===== src/rtl/mul_pkg.sv =====
// Shared constants and state type for the sequential 16x16 shift-and-add multiplier.
package mul_pkg;

  localparam int WIDTH = 16;
  localparam int CNT_W = 5;
  localparam logic [CNT_W-1:0] LAST_STEP = 5'd15;

  typedef enum logic [1:0] {
    IDLE = 2'd0,
    RUN  = 2'd1,
    DONE = 2'd2
  } mul_state_t;

  // A new operation may be accepted in IDLE and in DONE (back-to-back).
  function automatic logic is_ready(input mul_state_t s);
    return (s == IDLE) || (s == DONE);
  endfunction

endpackage


===== src/rtl/add_sixteen.sv =====
// Existing 16-bit ripple adder of the project3 ALU: sum, carry out and signed overflow.
module add_sixteen (
  input  logic [15:0] a,
  input  logic [15:0] b,
  input  logic        carryin,
  output logic [15:0] sum,
  output logic        carryout,
  output logic        overflow
);

  assign {carryout, sum} = {1'b0, a} + {1'b0, b} + {16'd0, carryin};
  assign overflow = (a[15] == b[15]) && (sum[15] != a[15]);

endmodule


===== src/rtl/mul_sixteen_seq.sv =====
// Sequential 16x16 -> 32 unsigned shift-and-add multiplier built around add_sixteen.
// Optional MUL_HI_OVF_EN adds an ovf output flagging a non-zero product high half.
module mul_sixteen_seq #(
  parameter int WIDTH       = 16,
  parameter bit ZERO_BYPASS = 1'b1
) (
  input  logic               clk,
  input  logic               reset_n,
  input  logic               start,
  input  logic [WIDTH-1:0]   a,
  input  logic [WIDTH-1:0]   b,
  output logic               ready,
  output logic               busy,
  output logic               done,
  output logic [2*WIDTH-1:0] product
`ifdef MUL_HI_OVF_EN
  ,
  output logic               ovf
`endif
);

  import mul_pkg::*;

  mul_state_t           state_r;
  mul_state_t           state_nxt_s;
  logic [WIDTH-1:0]     mcand_r;
  logic [WIDTH-1:0]     hi_r;
  logic [WIDTH-1:0]     mq_r;
  logic [CNT_W-1:0]     count_r;
  logic [2*WIDTH-1:0]   product_r;
  logic                 ready_r;
  logic                 busy_r;
  logic                 done_r;
  logic                 accept_s;
  logic                 zero_s;
  logic [WIDTH-1:0]     add_b_s;
  logic [WIDTH-1:0]     sum_s;
  logic                 cout_s;
  logic                 add_ovf_unused_s;
  logic [WIDTH-1:0]     step_hi_s;
  logic [WIDTH-1:0]     step_mq_s;
`ifdef MUL_HI_OVF_EN
  logic                 ovf_r;
`endif

  add_sixteen u_add (
    .a        (hi_r),
    .b        (add_b_s),
    .carryin  (1'b0),
    .sum      (sum_s),
    .carryout (cout_s),
    .overflow (add_ovf_unused_s)
  );

  assign accept_s = start && is_ready(state_r);
  assign zero_s   = ZERO_BYPASS && ((a == {WIDTH{1'b0}}) || (b == {WIDTH{1'b0}}));
  assign add_b_s  = mq_r[0] ? mcand_r : {WIDTH{1'b0}};

  // One shift-and-add step: {carry, sum, mq} shifted right by one.
  assign step_hi_s = {cout_s, sum_s[WIDTH-1:1]};
  assign step_mq_s = {sum_s[0], mq_r[WIDTH-1:1]};

  // Next-state decode for the IDLE/RUN/DONE controller.
  always_comb begin
    state_nxt_s = state_r;
    case (state_r)
      IDLE, DONE: begin
        if (start) begin
          state_nxt_s = zero_s ? DONE : RUN;
        end else begin
          state_nxt_s = IDLE;
        end
      end
      RUN: begin
        if (count_r == LAST_STEP) begin
          state_nxt_s = DONE;
        end else begin
          state_nxt_s = RUN;
        end
      end
      default: state_nxt_s = IDLE;
    endcase
  end

  // State, handshake flags and datapath registers.
  always_ff @(posedge clk) begin
    if (!reset_n) begin
      state_r   <= IDLE;
      ready_r   <= 1'b1;
      busy_r    <= 1'b0;
      done_r    <= 1'b0;
      mcand_r   <= {WIDTH{1'b0}};
      hi_r      <= {WIDTH{1'b0}};
      mq_r      <= {WIDTH{1'b0}};
      count_r   <= {CNT_W{1'b0}};
      product_r <= {(2*WIDTH){1'b0}};
`ifdef MUL_HI_OVF_EN
      ovf_r     <= 1'b0;
`endif
    end else begin
      state_r <= state_nxt_s;
      ready_r <= is_ready(state_nxt_s);
      busy_r  <= (state_nxt_s == RUN);
      done_r  <= (state_nxt_s == DONE);
      if (accept_s) begin
        mcand_r   <= a;
        hi_r      <= {WIDTH{1'b0}};
        mq_r      <= b;
        count_r   <= {CNT_W{1'b0}};
        product_r <= {(2*WIDTH){1'b0}};
`ifdef MUL_HI_OVF_EN
        ovf_r     <= 1'b0;
`endif
      end else if (state_r == RUN) begin
        hi_r    <= step_hi_s;
        mq_r    <= step_mq_s;
        count_r <= count_r + 5'd1;
        // The 16th step lands directly in the product register.
        if (count_r == LAST_STEP) begin
          product_r <= {step_hi_s, step_mq_s};
`ifdef MUL_HI_OVF_EN
          ovf_r     <= (step_hi_s != {WIDTH{1'b0}});
`endif
        end
      end
    end
  end

  assign ready   = ready_r;
  assign busy    = busy_r;
  assign done    = done_r;
  assign product = product_r;
`ifdef MUL_HI_OVF_EN
  assign ovf     = ovf_r;
`endif

endmodule

===== config.mk =====
export PLATFORM = sky130hd
export DESIGN_NAME = mul_sixteen_seq
export DESIGN_NICKNAME = d
export VERILOG_FILES = /design/src/rtl/mul_pkg.sv /design/src/rtl/add_sixteen.sv /design/src/rtl/mul_sixteen_seq.sv
export SDC_FILE = /design/constraint.sdc
export NUM_CORES = 1
export LEC_CHECK = 0
export ABC_AREA = 1
export ABC_CLOCK_PERIOD_IN_PS = 6500
export CAP_MARGIN = 20
export CORE_ASPECT_RATIO = 0.6
export CORE_MARGIN = 10
export CORE_UTILIZATION = 60
export DETAILED_ROUTE_END_ITERATION = 7
export DONT_BUFFER_PORTS = 1
export PLACE_DENSITY = 0.82
export REMOVE_ABC_BUFFERS = 1
export SLEW_MARGIN = 25
export SYNTH_ARGS = -nofsm -noshare
export SYNTH_HDL_FRONTEND = slang
export SYNTH_SLANG_ARGS = --single-unit

===== constraint.sdc =====
create_clock -name clk -period 6.5 [get_ports clk]
set_input_delay 1.3 -clock clk [delete_from_list [all_inputs] [get_ports clk]]
set_output_delay 1.3 -clock clk [all_outputs]
set_load 0.1 [all_outputs]

* Word-level counts from Yosys, hierarchy flattened
Cells that the tools add are included.
** Operators by class
- Add/subtract/negate cells :: 2
- Equal/unequal tests :: 5
- Mux-type cells :: 7
- Bitwise logic cells :: 1
- Reduce and logical (&&, ||, !) cells :: 12
** Operator list (count)
- $mux W16 :: 3
- $logic_not A16 Y1 :: 2
- $add A16 B16 Y17 :: 1
- $mux W2 :: 3
- $add A5 B1 Y5 const B :: 1
- $eq A5 B4 Y1 const B :: 1
- $eq A2 B1 Y1 const B :: 2
- $eq A2 B2 Y1 const B :: 2
- $logic_not A2 Y1 :: 2
- $pmux W2 S2 :: 1
- $reduce_or A2 Y1 :: 2
- $logic_or A1 B1 Y1 :: 3
- $reduce_and A2 Y1 :: 1
- $reduce_bool A2 Y1 :: 1
- $logic_and A1 B1 Y1 :: 1
- $not A1 Y1 :: 1
** Storage, ports and cells
- Register bits :: 90
- Input port bits :: 35
- Output and inout port bits :: 35
- Logic and storage cells :: 36

* Logic depth before layout (Yosys ltp)
- Word-level depth :: 7
- Gate-level depth with buffers :: 16
- Depth with buffers taken out :: 14

* By module
Synthesis repeated with hierarchy kept, for this count alone.
** Unflattened totals
- Cell total of the unflattened synthesis :: 678
- Area, all modules :: 4630.7 sq um
** By module, submodules not included
- mul_sixteen_seq :: times used 1, cells an instance 520, area an instance 3683.5 sq um, sequential area each 1801.7 sq um
- add_sixteen :: times used 1, cells an instance 158, area an instance 947.2 sq um, sequential area each 0.0 sq um

* Worst setup path after synthesis
Ideal clock, no wire load.
- Path kind :: reg-to-output
- From :: register product_r[18] (netlist: product[18])
- To :: output port product[18]
- Data arrival time :: 925 ps
- Required time :: 5200 ps
- Path slack :: 4275 ps
- Stages on the path, launching flop included :: 1
- Path buffers :: 0
- Cells stage by stage :: dfxtp_1
** RTL lines
- from (decl) :: RTL line mul_sixteen_seq.sv:30 : logic [2*WIDTH-1:0] product_r;
- from (signal assigned) :: RTL line mul_sixteen_seq.sv:96 : product_r <= {(2*WIDTH){1'b0}};
- from (signal assigned) :: RTL line mul_sixteen_seq.sv:110 : product_r <= {(2*WIDTH){1'b0}};
- from (signal assigned) :: RTL line mul_sixteen_seq.sv:120 : product_r <= {step_hi_s, step_mq_s};
- to (decl) :: RTL line mul_sixteen_seq.sv:15 : output logic [2*WIDTH-1:0] product
No word-level cell between the ends.

* Final worst setup path
- From :: input port start
- To :: register hi_r[13]
** On the way
- Cells in the longest elaborated chain, start to end :: 2
** RTL lines
- from (decl) :: RTL line mul_sixteen_seq.sv:9 : input logic start,
- $logic_and A1 B1 Y1 :: RTL line mul_sixteen_seq.sv:55 : assign accept_s = start && is_ready(state_r);
- $reduce_or A2 Y1 (no source line)
- to (signal assigned) :: RTL line mul_sixteen_seq.sv:93 : hi_r <= {WIDTH{1'b0}};
- to (signal assigned) :: RTL line mul_sixteen_seq.sv:107 : hi_r <= {WIDTH{1'b0}};
- to (signal assigned) :: RTL line mul_sixteen_seq.sv:115 : hi_r <= step_hi_s;
- to (decl) :: RTL line mul_sixteen_seq.sv:27 : logic [WIDTH-1:0] hi_r;
No other way between the ends.
A chain may end at the register's enable or synchronous reset.

==> impl_metrics.json <==
{
  "most-common-layout-cells": "sky130_fd_sc_hd__nor2_1, sky130_fd_sc_hd__nand2_1, sky130_fd_sc_hd__inv_1, sky130_fd_sc_hd__dfxtp_1, sky130_fd_sc_hd__o21ai_0",
  "drt.antenna.violating_nets": 0,
  "area_growth_pct": 6.40,
  "timing_worst_slew_pin_value_ns": 0.996,
  "routed_wire_length_per_instance_um": 15.3,
  "hold_path_depth": 2,
  "power_frac_comb_pct": 9.5,
  "drt-pass1-iter-count": 5,
  "dp.cells": 744,
  "antenna_found_initial": 0,
  "p_leak_uw": 0.00252,
  "final.setup.tns_ns": 0,
  "floorplan.die.height_um": 87.5,
  "pwr_density_cell_nw_per_um2": 258,
  "rr_worst_depth": 6,
  "cts_post_setup_buffers_inserted": 0,
  "tritoncts": "done",
  "cts_hold_buffers": 0,
  "hpwlAfterDp_um": 8430,
  "postRouteWirelength_um": 11600,
  "h-tree-depth": 3,
  "maxSlewViolCount": 0,
  "cts_root_buffer": "sky130_fd_sc_hd__clkbuf_16",
  "antenna_cells": 0,
  "drt-initial-drc-count": 398,
  "start_util_pct": 62.1,
  "ys_warn_count": 0,
  "timing.fmax_mhz": 323,
  "finClkSkew_ns": 0.00646,
  "drt_drc_violations_left": 0,
  "rrSetupSlack_ns": 3.60,
  "worstPathRequired_ns": 6.79,
  "grt_use_total_pct": 20.5,
  "nFillCells": 668,
  "count_of_cell_types_in_the_netlist": 32,
  "max_cap_viol_count": 0,
  "core_um2": 7330,
  "sw_frac_of_total_pct": 25.7,
  "critical_path.reg2reg.endpoint": "hi_r[12]$_SDFFE_PP0N_",
  "total_switching_power_uw": 321,
  "layout.cells.non_filler": 760,
  "hp_start": "mcand_r[14]$_SDFFE_PN0P_",
  "unrepaired_setup_endpoints_after_global_routing": "false",
  "place_congestion": 0.923,
  "final.period_utilization_pct": 47.6,
  "postLayoutCoreUtil_pct": 66.1,
  "cts_inserted_buffers": 9,
  "post-route-min-period_ns": 3.09,
  "final_common_cell": "sky130_fd_sc_hd__nor2_1",
  "cts-root-to-sink-buffers": 2,
  "fp.dieW_um": 132,
  "synth-seq-cells": 90,
  "port_buffers": 0,
  "drt-vias-per-instance": 5.52,
  "num_io_pins": 70,
  "criticalPathCategory": "in -> reg",
  "worstSetupEndpointType": "flop",
  "arrival_worst_endpoint_ns": 3.38,
  "grt_first_pass_wirelength_um": 19500,
  "floorplan.die_area_um2": 11600,
  "worstPathMaxFanout": 34,
  "cts_resized": 0,
  "p_int_uw": 928,
  "clkSinkCount": 90,
  "clk-insertion-delay-late_ns": 0.34,
  "ratio_of_cells_with_drive_above_1_in_the_final_layout_pct": 3.66,
  "rows": 24,
  "vias": 4194,
  "regToRegStartpoint": "state_r[1]$_SDFF_PN0_",
  "syn_area_per_cell_um2": 6.83,
  "slew_headroom_pct": 33.2,
  "pin_count_of_the_biggest_net_entering_global_routing": 46,
  "status": "complete, no violations",
  "synth_sequential_area_ratio_pct": 39.6,
  "timing.final.hold_violations": 0,
  "power_frac_clock_pct": 41.9,
  "start_kind": "input pin",
  "vias_in_the_first_global_route": 3904,
  "grt_overflow_total": 0,
  "net_total_in_the_final_layout": 705,
  "report.power.total_uw": 1250,
  "worstHoldEndpoint": "mcand_r[14]$_SDFFE_PN0P_",
  "synth_area_um2": 4550,
  "final-setup-viol-count": 0,
  "post_synth_inst_count": 667,
  "clkSlewWorstSetupHoldPaths_ns": 0.06,
  "power.sequential.fraction_pct": 48.6,
  "worst_ir_drop_vdd_v": 0.000197,
  "holdCritPathClass": "reg -> reg"
}
[registers in the layout, indices dropped and copies added (netlist names), 2 cells and up]
signal	cells
state_r	2
count_r	5
mcand_r	16
mq_r	16
hi_r	16
product	32
[worst max path at each step]
| stage | start | to | depth (start not counted) |
|---|---|---|---|
| CTS | start | hi_r[14]$_SDFFE_PP0N_ | 8 |
| finish | start | hi_r[13]$_SDFFE_PP0N_ | 8 |
| floorplan | start | hi_r[2]$_SDFFE_PP0N_ | 7 |
| global placement | start | hi_r[3]$_SDFFE_PP0N_ | 8 |
| global route | start | hi_r[2]$_SDFFE_PP0N_ | 8 |
| detailed placement | start | hi_r[14]$_SDFFE_PP0N_ | 8 |
[metal layers]
metal / share of wire (%) / track usage, %
met1: 44 / 25.6
met2: 45 / 32.8
met3: 10 / 7.95
met4: 0.80 / 5.27
met5: 0 / 0
[cell families (layout without fill, tap and decap cells)]
logic type,Yosys count,after routing,synth area share (%)
AOI/OAI and AO/OA,91,91,12.3
adders and majority gates,19,19,5.39
DFF,90,90,39.6
buffers and inverters,126,115,11.3
and+or+nand+nor,337,337,30.7
xor gates and xnor gates,4,4,0.770
[power groups by stage]
stage / registers (uW) / logic [uW] / clock network, uW
global placement: 618 / 111 / 0
detailed placement: 619 / 116 / 0
floorplan: 613 / 90.1 / 0
global route: 610 / 136 / 550
CTS: 607 / 118 / 528
finish: 607 / 119 / 523
[final cells by class]
type	count	area [um2]	share of cell area, %
multi-input cells	451	2240	46.2
flip-flops and latches	90	1800	37.2
inverters	98	368	7.59
clock buffers	12	246	5.09
well taps	104	130	2.69
clock inverters	4	51.3	1.06
repair buffers	1	7.51	0.155
[critical path, stage by stage]
cell	delay [ns]
sky130_fd_sc_hd__nand2_4	0.25
sky130_fd_sc_hd__inv_2	0.22
sky130_fd_sc_hd__nor2_2	0.53
sky130_fd_sc_hd__buf_4	0.38
sky130_fd_sc_hd__inv_1	0.33
sky130_fd_sc_hd__nor2_1	0.21
sky130_fd_sc_hd__nand2_1	0.08
sky130_fd_sc_hd__inv_1	0.06
[cells in the mapped netlist, drive strengths merged]
library cell,count,area (um2)
nand3b,3,22.5
nand2,131,502
nand4,2,12.5
and2,1,6.26
o21a,10,75.1
a21oi,16,80.1
inv,97,364
or2,3,18.8
nor4,1,6.26
nand3,39,195
nor2,133,516
nor3,24,120
o21bai,1,7.51
o21ai,42,210
o221ai,16,140
dfxtp,90,1800
ha,18,225
fa,1,20.0
clkinv,1,3.75
clkbuf,11,41.3
buf,17,105
o211ai,6,45.0
xnor2,2,17.5
xor2,2,17.5
[through the flow]
step                      setup WS [ns]  area (um2)  hold slack [ns]
final                              3.41        4840            0.485
after global routing               3.23        4840            0.509
after CTS                          3.45        4840            0.487
after detailed placement           3.10        4550            0.472
after global placement             3.20        4550            0.454
after floorplan                    3.01        4410            0.448
(Power assumes the default switching activity.)
